[src/rtl/atm_keypad_entry.sv]
// ATM keypad front end: turns raw key strobes into one-cycle ATM commands and
// assembles the PIN and withdrawal amount, with card-pull and inactivity eject.
module atm_keypad_entry #(
  parameter int unsigned TIMEOUT_CYCLES = 255
) (
  input  logic       Clock,
  input  logic       Clear,
  input  logic       CardIn,
  input  logic       ErrPass,
  input  logic       KeyStrobe,
  input  logic [3:0] KeyCode,
  output logic [3:0] Password,
  output logic [4:0] Value,
  output logic       Submit,
  output logic       ShowBalance,
  output logic       Withdraw,
  output logic       Eject,
  output logic       EntryErr,
  output logic [1:0] EntryState
);

  localparam int unsigned TCNT_W = 8;
  localparam int unsigned ACC_W  = 7;

  localparam logic [3:0] KEY_ENTER    = 4'hA;
  localparam logic [3:0] KEY_CANCEL   = 4'hB;
  localparam logic [3:0] KEY_BALANCE  = 4'hC;
  localparam logic [3:0] KEY_WITHDRAW = 4'hD;
  localparam logic [3:0] KEY_EJECT    = 4'hE;

  typedef enum logic [1:0] {NOCARD = 2'd0, PIN = 2'd1, MENU = 2'd2, AMT = 2'd3} state_t;

  state_t              state;
  logic                sync1, sync2, sync3;
  logic [3:0]          pin_buf;
  logic                pin_have;
  logic [ACC_W-1:0]    acc;
  logic [1:0]          cnt;
  logic [TCNT_W-1:0]   tcnt;
  logic                key_evt;
  logic                is_digit;
  logic                timed_out;

  assign key_evt    = sync2 & ~sync3;
  assign is_digit   = (KeyCode < 4'd10);
  assign timed_out  = (state != NOCARD) && (tcnt == TCNT_W'(TIMEOUT_CYCLES - 1));
  assign EntryState = state;

  // Strobe synchroniser plus edge-detect flop
  always_ff @(posedge Clock) begin
    if (Clear) begin
      sync1 <= 1'b0;
      sync2 <= 1'b0;
      sync3 <= 1'b0;
    end else begin
      sync1 <= KeyStrobe;
      sync2 <= sync1;
      sync3 <= sync2;
    end
  end

  always_ff @(posedge Clock) begin
    if (Clear) begin
      state       <= NOCARD;
      pin_buf     <= '0;
      pin_have    <= 1'b0;
      acc         <= '0;
      cnt         <= '0;
      tcnt        <= '0;
      Password    <= '0;
      Value       <= '0;
      Submit      <= 1'b0;
      ShowBalance <= 1'b0;
      Withdraw    <= 1'b0;
      Eject       <= 1'b0;
      EntryErr    <= 1'b0;
    end else begin
      Submit      <= 1'b0;
      ShowBalance <= 1'b0;
      Withdraw    <= 1'b0;
      Eject       <= 1'b0;
      EntryErr    <= 1'b0;
      // Idle count; every state change below also zeroes it
      tcnt <= (state == NOCARD) ? '0 : tcnt + TCNT_W'(1);
      if (key_evt) tcnt <= '0;

      if (state != NOCARD && !CardIn) begin
        state    <= NOCARD;
        pin_buf  <= '0;
        pin_have <= 1'b0;
        acc      <= '0;
        cnt      <= '0;
        tcnt     <= '0;
      end else if (timed_out) begin
        Eject <= 1'b1;
        state <= NOCARD;
        tcnt  <= '0;
      end else if (state == MENU && ErrPass) begin
        state    <= PIN;
        pin_have <= 1'b0;
        tcnt     <= '0;
      end else begin
        case (state)
          NOCARD: if (CardIn) begin
            state    <= PIN;
            pin_buf  <= '0;
            pin_have <= 1'b0;
            tcnt     <= '0;
          end
          PIN: if (key_evt) begin
            if (is_digit) begin
              pin_buf  <= KeyCode;
              pin_have <= 1'b1;
            end else if (KeyCode == KEY_ENTER) begin
              if (pin_have) begin
                Password <= pin_buf;
                Submit   <= 1'b1;
                state    <= MENU;
              end else begin
                EntryErr <= 1'b1;
              end
            end else if (KeyCode == KEY_CANCEL) begin
              pin_have <= 1'b0;
            end else if (KeyCode == KEY_EJECT) begin
              Eject <= 1'b1;
              state <= NOCARD;
            end
          end
          MENU: if (key_evt) begin
            if (KeyCode == KEY_BALANCE) begin
              ShowBalance <= 1'b1;
            end else if (KeyCode == KEY_WITHDRAW) begin
              state <= AMT;
              acc   <= '0;
              cnt   <= '0;
            end else if (KeyCode == KEY_EJECT) begin
              Eject <= 1'b1;
              state <= NOCARD;
            end
          end
          AMT: if (key_evt) begin
            if (is_digit) begin
              if (cnt < 2'd2) begin
                acc <= ACC_W'(acc * ACC_W'(10) + ACC_W'(KeyCode));
                cnt <= cnt + 2'd1;
              end else begin
                EntryErr <= 1'b1;
              end
            end else if (KeyCode == KEY_ENTER) begin
              if (cnt == 2'd0 || acc > ACC_W'(31)) begin
                EntryErr <= 1'b1;
                acc      <= '0;
                cnt      <= '0;
              end else begin
                Value    <= acc[4:0];
                Withdraw <= 1'b1;
                state    <= MENU;
              end
            end else if (KeyCode == KEY_CANCEL) begin
              state <= MENU;
            end else if (KeyCode == KEY_EJECT) begin
              Eject <= 1'b1;
              state <= NOCARD;
            end
          end
          default: state <= NOCARD;
        endcase
      end
    end
  end

endmodule

[config.mk]
export PLATFORM = sky130hd
export DESIGN_NAME = atm_keypad_entry
export DESIGN_NICKNAME = d
export VERILOG_FILES = /design/src/rtl/atm_keypad_entry.sv
export SDC_FILE = /design/constraint.sdc
export NUM_CORES = 1
export LEC_CHECK = 0
export ABC_AREA = 1
export ABC_CLOCK_PERIOD_IN_PS = 5900
export BUFFER_PORTS_ARGS = -buffer_cell sky130_fd_sc_hd__clkbuf_2
export CAP_MARGIN = 10
export CORE_UTILIZATION = 30
export CTS_BUF_LIST = sky130_fd_sc_hd__clkbuf_16
export DETAILED_ROUTE_END_ITERATION = 6
export SYNTH_ARGS = -nofsm -noshare
export SYNTH_HDL_FRONTEND = slang
export SYNTH_SLANG_ARGS = --single-unit
[constraint.sdc]
create_clock -name Clock -period 5.9 [get_ports Clock]
set_input_delay 0.885 -clock Clock [delete_from_list [all_inputs] [get_ports Clock]]
set_output_delay 0.885 -clock Clock [all_outputs]
set_load 0.02 [all_outputs]
# == Yosys cells after proc, flatten, opt, wreduce, memory -nomap -nowiden ==
# Cells that the tools add are included.
# classes
add_sub_neg,3
n_mul,1
order_cmp,3
n_eq_ne,36
n_mux,74
n_bitwise,12
n_reduce_logical,25
# op_table
cell,n
7-bit two-way mux,8
2-bit two-way mux,23
3-bit != test (second input constant),11
8-bit two-way mux,4
10-bit AND reduction,3
1-bit two-way mux,29
4-bit equality test (second input constant),5
4-bit != test (second input constant),5
2-bit != test (second input constant),8
8-bit AND reduction,2
8-bit OR reduction,2
7-bit one-hot mux with 2 select lines,1
4-bit two-way mux,3
6-bit AND reduction,2
1-bit NOT,11
8-bit by 1-bit adder with 8-bit output (second input constant),1
8-bit equality test (second input constant),1
2-bit one-hot mux with 4 select lines,1
4-bit one-hot mux with 2 select lines,1
7-bit by 4-bit adder with 7-bit output,1
7-bit by 5-bit > comparator with 1-bit output (second input constant),1
7-bit by 3-bit multiplier with 6-bit output (second input constant),1
3-bit by 2-bit != test with 1-bit output (second input constant),2
1-bit one-hot mux with 2 select lines,3
18 further kinds,25
# totals
register_bits,41
in_bits,9
elab_cells,171

# == Longest topological paths before layout ==
# depth
ltp_word,9
mapped_depth,12
ltp_nobuf,12

# == Least setup slack after synthesis ==
# No wires, ideal clock.
# synth_timing
kind,input -> register
start,in KeyCode[1]
end,reg acc[5]
setup_ns,0.115
arrival_time_ns,1.952
required_ns,5.785
path_slack_ns,3.833
path_stages,9
path_buffers,0
cell_sequence,ha_1 fa_1 nand2_1 a21oi_1 xor2_1 nand2_1 nand3_1 nand2_1 nor2_1
# synth_via
elab_chain_len,5
# synth_rtl
element,line_no,text
"start, declared",11,"input logic [3:0] KeyCode,"
7-bit by 4-bit adder with 7-bit output,144,acc <= ACC_W'(acc * ACC_W'(10) + ACC_W'(KeyCode));
7-bit two-way mux,143,if (cnt < 2'd2) begin
7-bit two-way mux,142,if (is_digit) begin
7-bit two-way mux,141,AMT: if (key_evt) begin
7-bit one-hot mux with 2 select lines,103,case (state)
"end signal, assigned",144,
"end, declared",37,logic [ACC_W-1:0] acc;
# Parallel ways exist; a longest one is shown, timed or not. The select of a mux whose other input is x is not followed.
# A chain may end at the register's enable or synchronous reset.

# == Final worst setup path ==
# layout_timing
start,reg acc[1]
end,reg acc[6]
# layout_via
elab_chain_len,6
# layout_rtl
element,line_no
7-bit by 3-bit multiplier with 6-bit output,144
7-bit by 4-bit adder with 7-bit output,144
7-bit two-way mux,143
7-bit two-way mux,142
7-bit two-way mux,141
7-bit one-hot mux with 2 select lines,103
# Parallel ways exist; a longest one is shown, timed or not. The select of a mux whose other input is x is not followed.

==> results.md <==
* Status: finished clean
* 1st-iter DRT viols at 207
* Sequential fraction of the synthesis area at 35.7%
* Clock buffer depth at 2
* CP Depth at 12
* Ys async rst share at 0%
* Hold Crit Depth at 2
* Vias per inst at 4.62
* P&R area growth vs syn at 17.1%
* Slowest stage cell, crit path: fa_1
* CTS tree: done
* Cts repair resizes at 0
* Area contributors post-synth: dfxtp_1, nor2_1, nand2_1, nand3_1, ha_1
* Antenna cells at 0
* Final ANT Viol Nets at 0
* Worst setup SP type: register
* Post-synth EDFFs at 0
* Total negative setup slack at 0 ns
* Part of the power in the clock network at 29.8%
* Vias in the first global route at 1906
* Fillers at 777
* HP Start: sync1
* MaxCap Viol Count at 0
* RSZ-0062 raised after global routing: no
* Post-CTS Setup Repair Bufs at 0
* Detail Placement HPWL at 4.23 mm
* Starting Density at 31.3%
* Initial antenna violation count at 0
* Dpl cells at 459
* Mean Syn Cell Area at 6.79 um^2
* Critical path, cell by cell: ha_1 -> ha_1 -> fa_1 -> nand2_1 -> inv_1 -> nand4_1 -> nand2_1 -> nand2_1 -> nand2_1 -> nor2_1 -> nor2_1 -> nor2_1
* Yosys warnings at 0
* Worst R2R Start: acc[1]
* Psw at 0.000380 W
* CTS Hold Bufs at 0
* Fin. Hold Viols at 0
* Internal power at 0.000621 W
* Power Density at 372 nW/um^2
* Skew-Pair Late Insertion Delay at 0.28 ns
* VDD IR max at 0.000129 V
* Minimum clock period at 2.18 ns
* Flop pwr share at 34.6%
* Leak pwr at 1.25 nW
* Top cell type's share of synthesized area at 35.7%
* Final period utilization at 36.9%
* Final Max Slew Viols at 0
* GRT Total Usage at 14.8%
* Pin count of the biggest net entering global routing at 14
* Die Span Y at 89.5 um
* Crit-path max FO at 5
* CTS root buf: clkbuf_16
* Non-Filler Instances at 466
* Combinational power share at 35.6%
* H-tree levels at 2
* Reg clk slew, reported paths at 0.06 ns
* DR pass1 iterations at 4
* Die X at 89.5 um
* Full die area at 8010 um^2
* Layout cells sized above 1 at 15.5%
* CP endpoint kind: register
* Drt drc at 0
* Worst Path Required at 6.08 ns
* Io pins at 25
* Num rows at 31
* M1 GR Usage at 19.6%
* Mapped Area at 2300 um^2
* Met3 usage at 2.86%
* Setup Skew at 0.00497 ns
* Switching share of power at 37.9%
* Final Net Count at 388
* Post-Route WL at 5.49 mm
* Worst r2r path cells at 12
* Worst Hold Class: reg2reg
* # setup viols final at 0
* Vias at 2154
* Total gr overflow at 0
* Critical path arrival at 2.35 ns
* Total CTS buffers at 5
* Most used routing layer: met2
* Setup CP Type: reg2reg
* Primary FF master, synth: dfxtp_1
* Peak Freq at 460 MHz
* Synth Instances at 338
* Crit path launch: acc[1]
* CP max stage delay at 0.55 ns
* Core area at 7330 um^2
* First-pass GRT wire length at 9.02 mm
* Synth Net Count at 359
* Top cell type by total area after synthesis: dfxtp_1
* Most numerous cell in the Yosys netlist: nor2_1
* Commonest cells in the netlist: nor2_1, nand2_1, dfxtp_1
* Clock Sinks at 41
* Routing usage on met2 at 23.8%
* CP delay by family, top: adder cells
* Rel. slew slack at 61.1%
* Synth cell types at 27
* Routability cong. at 0.894
* #FFs+latches synth at 41
* Worst Path Buf+Inv at 1
* CP most frequent cell: nand2_1
* Wire length per cell at 11.8 um
* PortBufs at 24
* Worst-Margin Slew at 0.583 ns
==> path summary, 6_finish.rpt <==
path / to / slack [ns]
hold / removal: sync2 / 0.40
hold reg to reg: sync2 / 0.40
setup reg to reg: acc[6] / 3.72
setup / recovery: acc[6] / 3.72
==> metal layers <==
| layer | vias to the layer above | share of wire, % |
|---|---|---|
| met3 | 12 | 4.1 |
| met4 | 0 | 1.9 |
| met5 | - | 0 |
| met1 | 943 | 50 |
| li1 | 1139 | - |
| met2 | 60 | 44 |
==> registers in the layout, indices dropped and copies added (netlist names) <==
signal and count:
Withdraw 1, Eject 1, Value 5, sync2 1, pin_buf 4, EntryErr 1
sync1 1, Submit 1, sync3 1, acc 7, ShowBalance 1, pin_have 1
Password 4, cnt 2, tcnt 8, EntryState 2
==> area by class of cell <==
type / count / area (um^2) / share of cell area, %
Multi-Input combinational cell: 259 / 1330 / 49.4
Timing Repair Buffer: 24 / 120 / 4.47
Clock inverter: 2 / 35.0 / 1.30
Clock buffer: 5 / 125 / 4.65
Sequential cell: 41 / 821 / 30.5
Inverter: 36 / 135 / 5.03
Tap cell: 99 / 124 / 4.61
==> power by group through the flow <==
stage | registers [W] | clock network (W) | logic, W
2_1_floorplan | 0.000341 | 0 | 0.000284
3_3_place_gp | 0.000351 | 0 | 0.000349
3_5_place_dp | 0.000352 | 0 | 0.000348
4_1_cts | 0.000347 | 0.000305 | 0.000353
5_1_grt | 0.000352 | 0.000318 | 0.000403
6_report | 0.000347 | 0.000298 | 0.000356
==> through the flow <==
step                utilization, %  hold slack (ns)  total power [W]  instance area (um^2)  setup slack (ns)
floorplan                        -            0.388         0.000625                  2300              3.83
global placement              34.5            0.393         0.000700                  2530              3.62
detailed placement            34.5            0.392         0.000701                  2530              3.57
CTS                           36.7            0.399          0.00100                  2690              3.71
global route                  36.7            0.428          0.00107                  2690              3.56
finish                        36.7            0.399          0.00100                  2690              3.72
==> cells in the final DEF (no fill, tap or decap), drive strengths merged <==
cell,instances
dfxtp,41
nand3,28
o211ai,1
nand4,2
clkinv,1
nor2,87
ha,10
xor2,8
fa,2
nor4,2
o21ai,19
inv,36
xnor2,3
nand2,72
a21oi,18
nor3,6
clkbuf,29
bufinv,1
nor3b,1
==> tightest hold or removal path, stage by stage, from the launching register on <==
cell	delay [ns]
dfxtp_1	0.29
inv_1	0.04
nor2_1	0.03
==> cell families (layout without fill, tap and decap cells) <==
| logic type | count (synthesis) | in the layout | synth area share [%] |
|---|---|---|---|
| AND/OR/NAND/NOR | 198 | 198 | 37.4 |
| XOR/XNOR | 11 | 11 | 4.20 |
| buffers and inverters | 38 | 67 | 6.38 |
| adder cells (fa/ha/maj) | 12 | 12 | 7.19 |
| flip-flops | 41 | 41 | 35.7 |
| AO/OA/AOI/OAI | 38 | 38 | 9.05 |
Note: power is estimated with default switching activity, not from simulation.
